$ cat config.mk
export PLATFORM = sky130hd
export DESIGN_NAME = mem_access_unit
export DESIGN_NICKNAME = d
export VERILOG_FILES = /design/src/rtl/mem_access_unit.sv
export SDC_FILE = /design/constraint.sdc
export NUM_CORES = 1
export LEC_CHECK = 0
export CAP_MARGIN = 25
export CORE_ASPECT_RATIO = 1.75
export CORE_MARGIN = 5
export CORE_UTILIZATION = 39
export CTS_BUF_LIST = sky130_fd_sc_hd__clkbuf_4 sky130_fd_sc_hd__clkbuf_8
export DETAILED_ROUTE_END_ITERATION = 12
export PLACE_DENSITY = 0.79
export SLEW_MARGIN = 20
export SYNTH_ARGS = -nofsm -noshare
export SYNTH_HDL_FRONTEND = slang
export SYNTH_SLANG_ARGS = --single-unit
$ cat constraint.sdc
create_clock -name clk_i -period 1.8 [get_ports clk_i]
set_clock_uncertainty 0.2 [all_clocks]
set_input_delay 0.27 -clock clk_i [delete_from_list [all_inputs] [get_ports clk_i]]
set_output_delay 0.27 -clock clk_i [all_outputs]
set_load 0.005 [all_outputs]
$ cat src/rtl/mem_access_unit.sv
// mem_access_unit: IF/MEM request/ack bridge to a variable-latency memory.
// Holds IR and MDR, steers RV32I store lanes and extends loads.
// Ports: clk_i, reset_i (sync, active-high); control-unit side
//   mem_read_i, mem_write_i, data_access_i, inst_reg_write_i,
//   mem_reg_write_i, pc_i, alu_out_i, store_data_i, funct3_i;
//   status busy_o, done_o, fault_o; registers ir_o, mdr_o;
//   memory side mem_req_o, mem_we_o, mem_addr_o, mem_wdata_o,
//   mem_wstrb_o, mem_ack_i, mem_rdata_i.
// Option: define MEM_TIMEOUT_EN to fault a REQ after TIMEOUT_CYCLES.
module mem_access_unit #(
  parameter int unsigned TIMEOUT_CYCLES = 64
) (
  input  logic        clk_i,
  input  logic        reset_i,
  input  logic        mem_read_i,
  input  logic        mem_write_i,
  input  logic        data_access_i,
  input  logic        inst_reg_write_i,
  input  logic        mem_reg_write_i,
  input  logic [31:0] pc_i,
  input  logic [31:0] alu_out_i,
  input  logic [31:0] store_data_i,
  input  logic [2:0]  funct3_i,
  output logic        busy_o,
  output logic        done_o,
  output logic        fault_o,
  output logic [31:0] ir_o,
  output logic [31:0] mdr_o,
  output logic        mem_req_o,
  output logic        mem_we_o,
  output logic [31:0] mem_addr_o,
  output logic [31:0] mem_wdata_o,
  output logic [3:0]  mem_wstrb_o,
  input  logic        mem_ack_i,
  input  logic [31:0] mem_rdata_i
);

  typedef enum logic [1:0] {
    S_IDLE,
    S_REQ,
    S_HOLD
  } state_e;

  typedef enum logic [1:0] {
    SZ_B,
    SZ_H,
    SZ_W
  } size_e;

  state_e      state_q, state_d;
  size_e       size_q, size_d;
  logic        uns_q, uns_d;
  logic [1:0]  off_q, off_d;
  logic        req_q, req_d;
  logic        we_q, we_d;
  logic [31:0] addr_q, addr_d;
  logic [31:0] wdata_q, wdata_d;
  logic [3:0]  wstrb_q, wstrb_d;
  logic [31:0] ir_q, ir_d;
  logic [31:0] mdr_q, mdr_d;
  logic        done_q, done_d;
  logic        fault_q, fault_d;

`ifdef MEM_TIMEOUT_EN
  localparam logic [7:0] TMO_LAST =
    8'(TIMEOUT_CYCLES - 1);
  logic [7:0]  cnt_q, cnt_d;
`else
  logic [31:0] unused_tmo;
  assign unused_tmo = TIMEOUT_CYCLES;
`endif

  logic        req;
  logic [31:0] ea;
  size_e       size_n;
  logic        bad;
  logic [31:0] wdata_n;
  logic [3:0]  wstrb_n;
  logic [7:0]  lb;
  logic [15:0] lh;
  logic [31:0] ext;

  // Request decode against the live control inputs.
  always_comb begin
    req = mem_read_i | mem_write_i;
    ea  = data_access_i ? alu_out_i : pc_i;
    size_n = SZ_W;
    if (data_access_i) begin
      unique case (funct3_i[1:0])
        2'd0:    size_n = SZ_B;
        2'd1:    size_n = SZ_H;
        default: size_n = SZ_W;
      endcase
    end
    bad = (mem_read_i & mem_write_i)
        | ((size_n == SZ_W) && (ea[1:0] != 2'd0))
        | ((size_n == SZ_H) && ea[0]);
    unique case (size_n)
      SZ_B: begin
        wstrb_n = 4'b0001 << ea[1:0];
        wdata_n = {4{store_data_i[7:0]}};
      end
      SZ_H: begin
        wstrb_n = 4'b0011 << ea[1:0];
        wdata_n = {2{store_data_i[15:0]}};
      end
      default: begin
        wstrb_n = 4'b1111;
        wdata_n = store_data_i;
      end
    endcase
    if (!mem_write_i) wstrb_n = 4'b0000;
  end

  // Load lane select by the offset latched at accept.
  always_comb begin
    unique case (off_q)
      2'd0: lb = mem_rdata_i[7:0];
      2'd1: lb = mem_rdata_i[15:8];
      2'd2: lb = mem_rdata_i[23:16];
      2'd3: lb = mem_rdata_i[31:24];
    endcase
    lh = off_q[1] ? mem_rdata_i[31:16]
                  : mem_rdata_i[15:0];
    unique case (size_q)
      SZ_B: ext = uns_q ? {24'd0, lb}
                        : {{24{lb[7]}}, lb};
      SZ_H: ext = uns_q ? {16'd0, lh}
                        : {{16{lh[15]}}, lh};
      default: ext = mem_rdata_i;
    endcase
  end

  always_comb begin
    state_d = state_q;
    size_d  = size_q;
    uns_d   = uns_q;
    off_d   = off_q;
    req_d   = req_q;
    we_d    = we_q;
    addr_d  = addr_q;
    wdata_d = wdata_q;
    wstrb_d = wstrb_q;
    ir_d    = ir_q;
    mdr_d   = mdr_q;
    done_d  = 1'b0;
    fault_d = 1'b0;
`ifdef MEM_TIMEOUT_EN
    cnt_d   = cnt_q;
`endif
    unique case (state_q)
      S_IDLE: begin
        if (req && bad) begin
          state_d = S_HOLD;
          done_d  = 1'b1;
          fault_d = 1'b1;
        end else if (req) begin
          state_d = S_REQ;
          req_d   = 1'b1;
          we_d    = mem_write_i;
          addr_d  = {ea[31:2], 2'b00};
          wdata_d = wdata_n;
          wstrb_d = wstrb_n;
          size_d  = size_n;
          uns_d   = data_access_i & funct3_i[2];
          off_d   = ea[1:0];
`ifdef MEM_TIMEOUT_EN
          cnt_d   = 8'd0;
`endif
        end
      end
      S_REQ: begin
        if (mem_ack_i) begin
          state_d = S_HOLD;
          req_d   = 1'b0;
          we_d    = 1'b0;
          wstrb_d = 4'b0000;
          done_d  = 1'b1;
          if (!we_q && inst_reg_write_i)
            ir_d = mem_rdata_i;
          if (!we_q && mem_reg_write_i)
            mdr_d = ext;
        end
`ifdef MEM_TIMEOUT_EN
        else if (cnt_q == TMO_LAST) begin
          state_d = S_HOLD;
          req_d   = 1'b0;
          we_d    = 1'b0;
          wstrb_d = 4'b0000;
          done_d  = 1'b1;
          fault_d = 1'b1;
        end else begin
          cnt_d = cnt_q + 8'd1;
        end
`endif
      end
      S_HOLD: begin
        if (!req) state_d = S_IDLE;
      end
      default: state_d = S_IDLE;
    endcase
  end

  always_ff @(posedge clk_i) begin
    if (reset_i) begin
      state_q <= S_IDLE;
      size_q  <= SZ_W;
      uns_q   <= 1'b0;
      off_q   <= 2'd0;
      req_q   <= 1'b0;
      we_q    <= 1'b0;
      addr_q  <= 32'd0;
      wdata_q <= 32'd0;
      wstrb_q <= 4'd0;
      ir_q    <= 32'd0;
      mdr_q   <= 32'd0;
      done_q  <= 1'b0;
      fault_q <= 1'b0;
`ifdef MEM_TIMEOUT_EN
      cnt_q   <= 8'd0;
`endif
    end else begin
      state_q <= state_d;
      size_q  <= size_d;
      uns_q   <= uns_d;
      off_q   <= off_d;
      req_q   <= req_d;
      we_q    <= we_d;
      addr_q  <= addr_d;
      wdata_q <= wdata_d;
      wstrb_q <= wstrb_d;
      ir_q    <= ir_d;
      mdr_q   <= mdr_d;
      done_q  <= done_d;
      fault_q <= fault_d;
`ifdef MEM_TIMEOUT_EN
      cnt_q   <= cnt_d;
`endif
    end
  end

  assign busy_o      = (state_q != S_IDLE);
  assign done_o      = done_q;
  assign fault_o     = fault_q;
  assign ir_o        = ir_q;
  assign mdr_o       = mdr_q;
  assign mem_req_o   = req_q;
  assign mem_we_o    = we_q;
  assign mem_addr_o  = addr_q;
  assign mem_wdata_o = wdata_q;
  assign mem_wstrb_o = wstrb_q;

endmodule
======== After elaboration in Yosys (flattened, before gate mapping) ========
Cells that the tools add are included.
word-level totals
  bits in registers ....................... 141
  bits of input ports ..................... 139
  output and inout bits ................... 137
  word-level logic and storage cells ...... 86
cells by class
  equal/unequal tests ..................... 14
  shift operators ......................... 2
  mux-type cells .......................... 30
  bitwise operators ....................... 7
  reductions and logical operators ........ 20
operators with widths
  operator                                                            count
  32-bit one-hot mux with 2 select lines                              2
  32-bit 2-to-1 mux                                                   3
  8-bit one-hot mux with 4 select lines                               1
  16-bit 2-to-1 mux                                                   1
  4-bit 2-to-1 mux                                                    4
  4-bit one-hot mux with 2 select lines                               2
  3-bit AND reduction                                                 4
  2-bit by 1-bit == test with 1-bit output (second input constant)    5
  2-bit zero test                                                     5
  2-bit 2-to-1 mux                                                    5
  2-bit == test (second input constant)                               4
  2-bit inequality test (second input constant)                       4
  1-bit 2-to-1 mux                                                    7
  1-bit one-hot mux with 2 select lines                               3
  2-bit one-hot mux with 3 select lines                               1
  2-bit nonzero test                                                  3
  1-bit logical AND                                                   5
  2-bit one-hot mux with 2 select lines                               1
  4-bit AND reduction                                                 1
  1-bit by 2-bit left shift with 4-bit output (first input constant)  1
  2-bit by 2-bit left shift with 4-bit output (first input constant)  1
  3-bit inequality test (second input constant)                       1
  1-bit bitwise OR                                                    3
  1-bit AND                                                           2
  3 further kinds                                                     4

======== Longest topological paths before layout ========
Gate-level depths: netlist (run 1).
  depth in word-level cells ............... 10
  mapped depth ............................ 8
  mapped depth without buffers ............ 4

======== Least setup slack after synthesis (run 1) ========
OpenSTA, ideal clock, no wires.
  path type ............................... reg-to-reg
  start point ............................. register state_q[1]
  end point ............................... register wdata_q[30] (netlist: mem_wdata_o[30])
  library setup time ...................... 0.070 ns
  arrival time ............................ 1.657 ns
  required time ........................... 1.530 ns
  path slack .............................. -0.128 ns
  cell stages (with the launch flop) ...... 7
  path buffers ............................ 2
  period minus slack after synthesis ...... 1.928 ns
  cells stage by stage .................... dfxtp_1 or2_4 or2_1 buf_6 buf_6 or4_1 a21oi_1
on the way
  cells in the longest elaborated chain, start to end .. 2
ends and longest elaborated chain
  element                               line  RTL
  from (decl)                           50    state_e state_q, state_d;
  from (signal assigned)                223   state_q <= state_d;
  2-bit zero test                       151   unique case (state_q)
  3-bit AND reduction (no source line)  -
  to (signal assigned)                  230   wdata_q <= wdata_d;
  to (decl)                             57    logic [31:0] wdata_q, wdata_d;
No other way between the ends.
A chain may end at the register's enable or synchronous reset.

======== Worst setup path in the final report (run 1) ========
  start point ............................. input pc_i[0]
  end point ............................... register wdata_q[29] (netlist: mem_wdata_o[29])
on the way
  cells in the longest elaborated chain, start to end .. 8
  elaborated cells on any way between the ends .. 9
  classes of those cells .................. mux (1); bitwise (3); reduce/logical (5)
ends and longest elaborated chain
  element                                 line  RTL
  from (decl)                             20    input logic [31:0] pc_i,
  32-bit 2-to-1 mux *                     86    ea = data_access_i ? alu_out_i : pc_i;
  2-bit nonzero test                      96    | ((size_n == SZ_W) && (ea[1:0] != 2'd0))
  1-bit logical AND                       96
  1-bit bitwise OR                        96
  1-bit bitwise OR *                      97    | ((size_n == SZ_H) && ea[0]);
  1-bit logical AND *                     153   if (req && bad) begin
  1-bit inverter (no source line) *       -
  3-bit AND reduction (no source line) *  -
Every way passes the cells marked *; elsewhere a longest branch is shown, timed or not.

==> flow_summary_export.csv, run 1 <==
group,metric,value,unit
job,maxCapViolations,0,
final_layout,stdcell_count,1266,
die,die_y,177,um
power_and_ir_drop,power_density,766,nW/um2
critical_path,cp-end-kind,"register",
clock_network,cts_made_buffers,17,
clock_network,htree_levels,4,
placed_design,port_buffers,273,
die,coreArea,15700,um2
sta,worstMarginPinSlew,0.838,ns
die,io_pins,276,
placed_design,dpl.cell_count,1218,
synth,ys_async_sr_fraction,0,
die,initial_core_util,0.394,
detailed_routing,routed_wl,25.2,mm
power_and_ir_drop,ir_drop,497,uV
grt,grt_max_degree,73,
sta,finalSetupTns,-2.23,ns
detailed_routing,drt_iter0_drc,358,
final_layout,syn_to_final_growth,73.2,%
sta,slew_viol_final,0,
critical_path,critPathKind,"primary input to register",
min_path,holdCritPathClass,"primary input to register",
final_layout,antenna_cells,0,
critical_path,critPathMaxStageDelay,0.52,ns
final_layout,finalNetCount,1203,
critical_path,cp_cell_sequence,"clkdlybuf4s50_1 -> nor2_2 -> o211ai_1 -> buf_4 -> buf_6 -> or4_1 -> a21oi_1",
outcome,status,"complete, but fails checks",
clock_network,path_clk_slew,0.09,ns
die,die_area,18600,um2
clock_network,clkLatencyLatePin,0.44,ns
die,rows,61,
detailed_routing,firstDrtPassIters,5,
grt,grt.total_usage,0.247,
synth,synth_seq_cells,141,
grt,grt_remaining_overflow,0,
synth,yosys_warnings,0,
synth,synth_cells,731,
final_layout,fin_util,0.682,
final_layout,stdcell_area,10700,um2
critical_path,cp_max_fo,5,
critical_path,crit_slowest_cell,"or4_1",
synth,synth.distinct_cells,53,
grt,first_global_vias,6826,
critical_path,cp.arrival,2.14,ns
critical_path,cp.required,1.96,ns
sta,rsz0062_at_grt,"true",
synth,synth_edf_count,0,
synth,yosysSeqAreaShare,0.456,
placed_design,hpwlAfterDp,17.9,mm
critical_path,startpoint_type,"primary input",
placed_design,gp_congestion,0.952,
grt,antenna_found_initial,0,
grt,grt_pass1_wl,36.7,mm
clock_network,cts_sinks,141,
synth,syn_area,6190,um2
detailed_routing,drt-vias-per-instance,5.60,
sta,setup_viol,63,
clock_network,cts_tree,"yes",
synth,synth_ff_type,"dfxtp_1",
sta,fmax,0.505,GHz
clock_network,clockRootBuffer,"clkbuf_8",
placed_design,pre_cts_ws,-0.582,ns
detailed_routing,ant_nets,0,
outcome,violations,"negative setup slack",
sta,period_share,1.10,
die,die_w,105,um
power_and_ir_drop,p_leak,0.00517,uW
critical_path,cp_num_buf_inv,3,
clock_network,clockBufferDepth,2,
detailed_routing,wl_per_cell,19.9,um
detailed_routing,drc,0,
final_layout,layout-drive-gt1-share,0.216,
sta,min_period,1.98,ns
sta,hold_viol,0,
detailed_routing,routed-via-count,7090,
synth,avgSynthCellArea,8.47,um2
sta,fin_ws,-0.180,ns
sta,maxSlewHeadroom,0.441,
critical_path,cp_top_family,"buffers and inverters",
placed_design,placed_area,9720,um2
[worst register-to-register path: stages (launching register included)]
cell and delay, ns:
dfxtp_2 0.35, or2_4 0.25, or2_4 0.27, or4_1 0.55
a21oi_1 0.18
[synthesized netlist by cell type, drive strengths merged, types with 2 or more instances]
library cell,count,area [um2]
nor2b,12,75.1
nor3b,2,20.0
a22oi,8,60.1
o221a,2,22.5
nand2,109,409
nor2,24,90.1
clkbuf,47,176
nor3,7,46.3
nand4,2,12.5
a22o,2,17.5
mux2i,33,330
or2,2,15.0
a211oi,41,308
dfxtp,141,2820
nand2b,4,25.0
buf,24,136
a2111oi,5,43.8
a21oi,132,661
a41o,4,40.0
o22ai,5,31.3
inv,3,11.3
nor4bb,2,20.0
and2,2,12.5
or3b,2,17.5
nor4b,2,17.5
a311oi,16,140
o21ai,52,260
mux2,7,78.8
nand3,10,50.1
a21o,2,15.0
or4,8,60.1
o211ai,4,30.0
[cell families (layout without fill, tap and decap cells)]
group | count (synthesis) | after routing | share of synthesized area
other | 1 | 2 | 0.000606
DFF | 141 | 141 | 0.456
AOI/OAI and AO/OA | 279 | 279 | 0.271
adders and majority gates | 1 | 1 | 0.00162
and+or+nand+nor | 192 | 193 | 0.145
xor gates and xnor gates | 2 | 2 | 0.00283
buffers and inverters | 74 | 418 | 0.0523
muxes | 41 | 41 | 0.0703
[layout make-up]
| type | count | area [um2] |
|---|---|---|
| Timing Repair Buffer | 383 | 3960 |
| Multi-Input combinational cell | 518 | 3250 |
| Tap cell | 189 | 236 |
| Clock buffer | 18 | 241 |
| Sequential cell | 141 | 2870 |
| Clock inverter | 14 | 160 |
| Fill cell | 1218 | 5000 |
| Inverter | 3 | 11.3 |
[stage by stage]
| stage | power [uW] | hold WS (ns) |
|---|---|---|
| 2_1_floorplan | 4270 | 0.204 |
| 3_3_place_gp | 5420 | 0.242 |
| 3_5_place_dp | 5450 | 0.246 |
| 4_1_cts | 8140 | 0.0796 |
| 5_1_grt | 8560 | 0.131 |
| 6_report | 8220 | 0.114 |
[where the power goes]
group | internal, uW | switching, uW | total [uW]
clock | 1280 | 1380 | 2650
sequential | 3330 | 117 | 3450
combinational | 1170 | 946 | 2110
total | 5780 | 2440 | 8220
[routing by layer]
| layer | global-route usage | up-vias | routed length, um |
|---|---|---|---|
| met5 | 0 | - | 0 |
| met4 | 0.121 | 0 | 1130 |
| met3 | 0.0562 | 71 | 1650 |
| met2 | 0.445 | 360 | 13600 |
| met1 | 0.267 | 3325 | 8820 |
| li1 | - | 3334 | - |
[final timing paths]
check,start,end,slack (ns),cells past startpoint
worst min register to register,ir_o[20]$_SDFFE_PP0P_,ir_o[20]$_SDFFE_PP0P_,0.26,2
worst min-delay path,data_access_i,uns_q$_SDFFE_PP0P_,0.11,4
worst max register to register,state_q[1]$_SDFFE_PP0P_,mem_wdata_o[29]$_SDFFE_PP0P_,-0.08,4
worst max-delay path,pc_i[0],mem_wdata_o[29]$_SDFFE_PP0P_,-0.18,7
[repair_timing]
| item | 4_1_cts | 5_1_grt |
|---|---|---|
| resized for setup | 75 | 116 |
| buffers inserted | 4 | 3 |
| hold buffers | 1 | 0 |
| pin swaps | 11 | 14 |
| endpoints found under the hold margin | 1 | 0 |
| cloned | 3 | 5 |
| endpoints found under the setup margin | 149 | 207 |
[sequential cells by signal (all words and copies together), names as in the netlist]
register and cells:
mem_wstrb_o 4, off_q 2, done_o 1, mem_wdata_o 32
mem_req_o 1, fault_o 1, mem_we_o 1, uns_q 1
state_q 2, ir_o 32, size_q 2, mem_addr_o 30
mdr_o 32
[cells in the final DEF (no fill, tap or decap), types with 7 or more instances in the layout]
cell type,netlist,routed
a211oi_1,41,36
a21oi_1,132,125
a21oi_2,0,7
a22oi_1,8,8
a311oi_1,16,16
buf_12,0,9
buf_4,2,82
buf_6,3,11
clkbuf_8,0,17
clkdlybuf4s50_1,0,177
dfxtp_1,141,102
dfxtp_2,0,38
dlygate4sd2_1,0,31
dlymetal6s2s_1,0,62
mux2_2,7,7
mux2i_1,33,33
nand2_1,109,109
nand3_1,10,10
nor2_1,24,17
nor2b_1,12,12
o21ai_0,52,52
or4_1,8,7
Note: power is estimated with default switching activity, not from simulation.
==> run 2, diff against run 1 <==
REMOVE_ABC_BUFFERS = 1   (was not set)
==> flow_summary_export.csv, run 2 (synthesis results as in run 1) <==
group,metric,value,unit
outcome,status,"complete, but fails checks",
outcome,violations,"negative setup slack",
final_layout,syn_to_final_growth,83.1,%
clock_network,clockBufferDepth,2,
min_path,hold_depth,4,
clock_network,clockRootBuffer,"clkbuf_8",
detailed_routing,drt_iter0_drc,367,
clock_network,cts_sinks,141,
final_layout,stdcell_area,11300,um2
sta,setup_viol,53,
placed_design,dpl.cell_count,1223,
detailed_routing,ant_nets,0,
die,die_y,177,um
sta,slew_viol_final,0,
final_layout,layout_common_cells,"clkdlybuf4s50_1 (153), dfxtp_1 (100), buf_4 (100)",
final_layout,final_common_cell,"clkdlybuf4s50_1",
detailed_routing,wl_per_cell,21.6,um
detailed_routing,routed_wl,28.1,mm
grt,antenna_found_initial,3,
min_path,hold_start,"reset_i",
sta,min_period,1.92,ns
placed_design,pre_cts_ws,-0.539,ns
placed_design,placed_area,9780,um2
job,maxCapViolations,0,
critical_path,rr_worst_depth,7,
die,die_w,105,um
detailed_routing,firstDrtPassIters,5,
power_and_ir_drop,power_density,724,nW/um2
grt,grt.total_usage,0.253,
detailed_routing,routed-via-count,7406,
die,die_area,18600,um2
critical_path,startpoint_type,"register",
die,rows,61,
clock_network,cts_made_buffers,17,
clock_network,cts_tree,"yes",
critical_path,cp.required,1.96,ns
sta,rsz0062_at_grt,"true",
die,initial_core_util,0.394,
detailed_routing,drc,0,
final_layout,layout-drive-gt1-share,0.295,
critical_path,crit_start,"state_q[1]$_SDFFE_PP0P_",
clock_network,clkLatencyLatePin,0.44,ns
die,coreArea,15700,um2
min_path,holdCritPathClass,"primary input to register",
power_and_ir_drop,ir_drop,557,uV
placed_design,gp_congestion,0.924,
die,io_pins,276,
sta,hold_viol,0,
critical_path,cp-end-kind,"register",
clock_network,htree_levels,4,
grt,grt_pass1_wl,37.5,mm
grt,grt_remaining_overflow,0,
sta,maxSlewHeadroom,0.655,
critical_path,cp_max_fo,8,
placed_design,port_buffers,273,
grt,grt_max_degree,61,
critical_path,reg2reg_from,"state_q[1]$_SDFFE_PP0P_",
sta,worstMarginPinSlew,0.515,ns
placed_design,hpwlAfterDp,17.8,mm
critical_path,cp.arrival,2.08,ns
critical_path,critPathKind,"register to register",
grt,first_global_vias,7100,
clock_network,path_clk_slew,0.09,ns
final_layout,stdcell_count,1302,
final_layout,finalNetCount,1237,
sta,fmax,0.521,GHz
sta,finalSetupTns,-2.02,ns
power_and_ir_drop,p_leak,0.00539,uW
final_layout,fill_cells,1150,
detailed_routing,drt-vias-per-instance,5.69,
sta,fin_ws,-0.121,ns
sta,period_share,1.07,
## run 2: changes by cell type in the layout (fill, tap and decap cells not counted), sizes merged, moves of 4 or more
cell,change
clkdlybuf4s50,-24
dlymetal6s2s,-7
dlygate4sd2,+31
buf,+33
inv,+4
## run 2: metrics by stage
stage / hold WS (ns) / util / total power, uW
after global routing: 0.0924 / 0.721 / 8530
after CTS: 0.0498 / 0.665 / 7990
after global placement: 0.240 / 0.622 / 5470
after detailed placement: 0.246 / 0.622 / 5500
after floorplan: 0.139 / - / 4140
final: 0.0914 / 0.721 / 8210
## run 2: cell type report
class,instances,area (um2),area share
timing repair buffer,416,4270,0.377
multi-input combinational,519,3570,0.315
sequential,141,2880,0.254
clock buffer,18,241,0.0213
tap,189,236,0.0209
clock inverter,14,125,0.0110
inverter,3,11.3,0.000993
antenna,2,5.00,0.000442
## run 2: layer usage
layer,track usage,up-vias,share of wire
li1,-,3408,-
met3,0.0705,101,0.075
met1,0.254,3484,0.32
met5,0,-,0.00046
met2,0.475,411,0.54
met4,0.113,2,0.065
## run 2: repair_timing
action | 4_1_cts | 5_1_grt
hold buffers | 0 | 0
setup buffers | 14 | 22
gates resized for setup | 123 | 215
setup endpoints to repair | 188 | 194
gates cloned | 3 | 10
pin swaps | 11 | 57
## run 2: power by group
group	total, uW	switching, uW	internal (uW)
logic	2320	1070	1250
registers	3440	108	3330
clock network	2450	1430	1020
## run 2: worst paths after layout
kind,to,slack [ns]
worst max register to register,mdr_o[28]$_SDFFE_PP0P_,-0.12
worst max-delay path,mdr_o[28]$_SDFFE_PP0P_,-0.12
worst min register to register,ir_o[1]$_SDFFE_PP0P_,0.25
worst min-delay path,mdr_o[7]$_SDFFE_PP0P_,0.09
## run 2: worst max-delay path, cell delays in order (launching register included)
cell and delay [ns]:
dfxtp_2 0.33, nand3b_1 0.19, buf_6 0.16, nor3b_4 0.26, buf_6 0.20, buf_6 0.14
o21ai_0 0.15, a21oi_2 0.20
==> run 3, diff against run 2 <==
CTS_CLUSTER_SIZE = 25   (was not set)
==> results of run 3 <==
Final layout, timing and power as in run 2 (identical DEF).
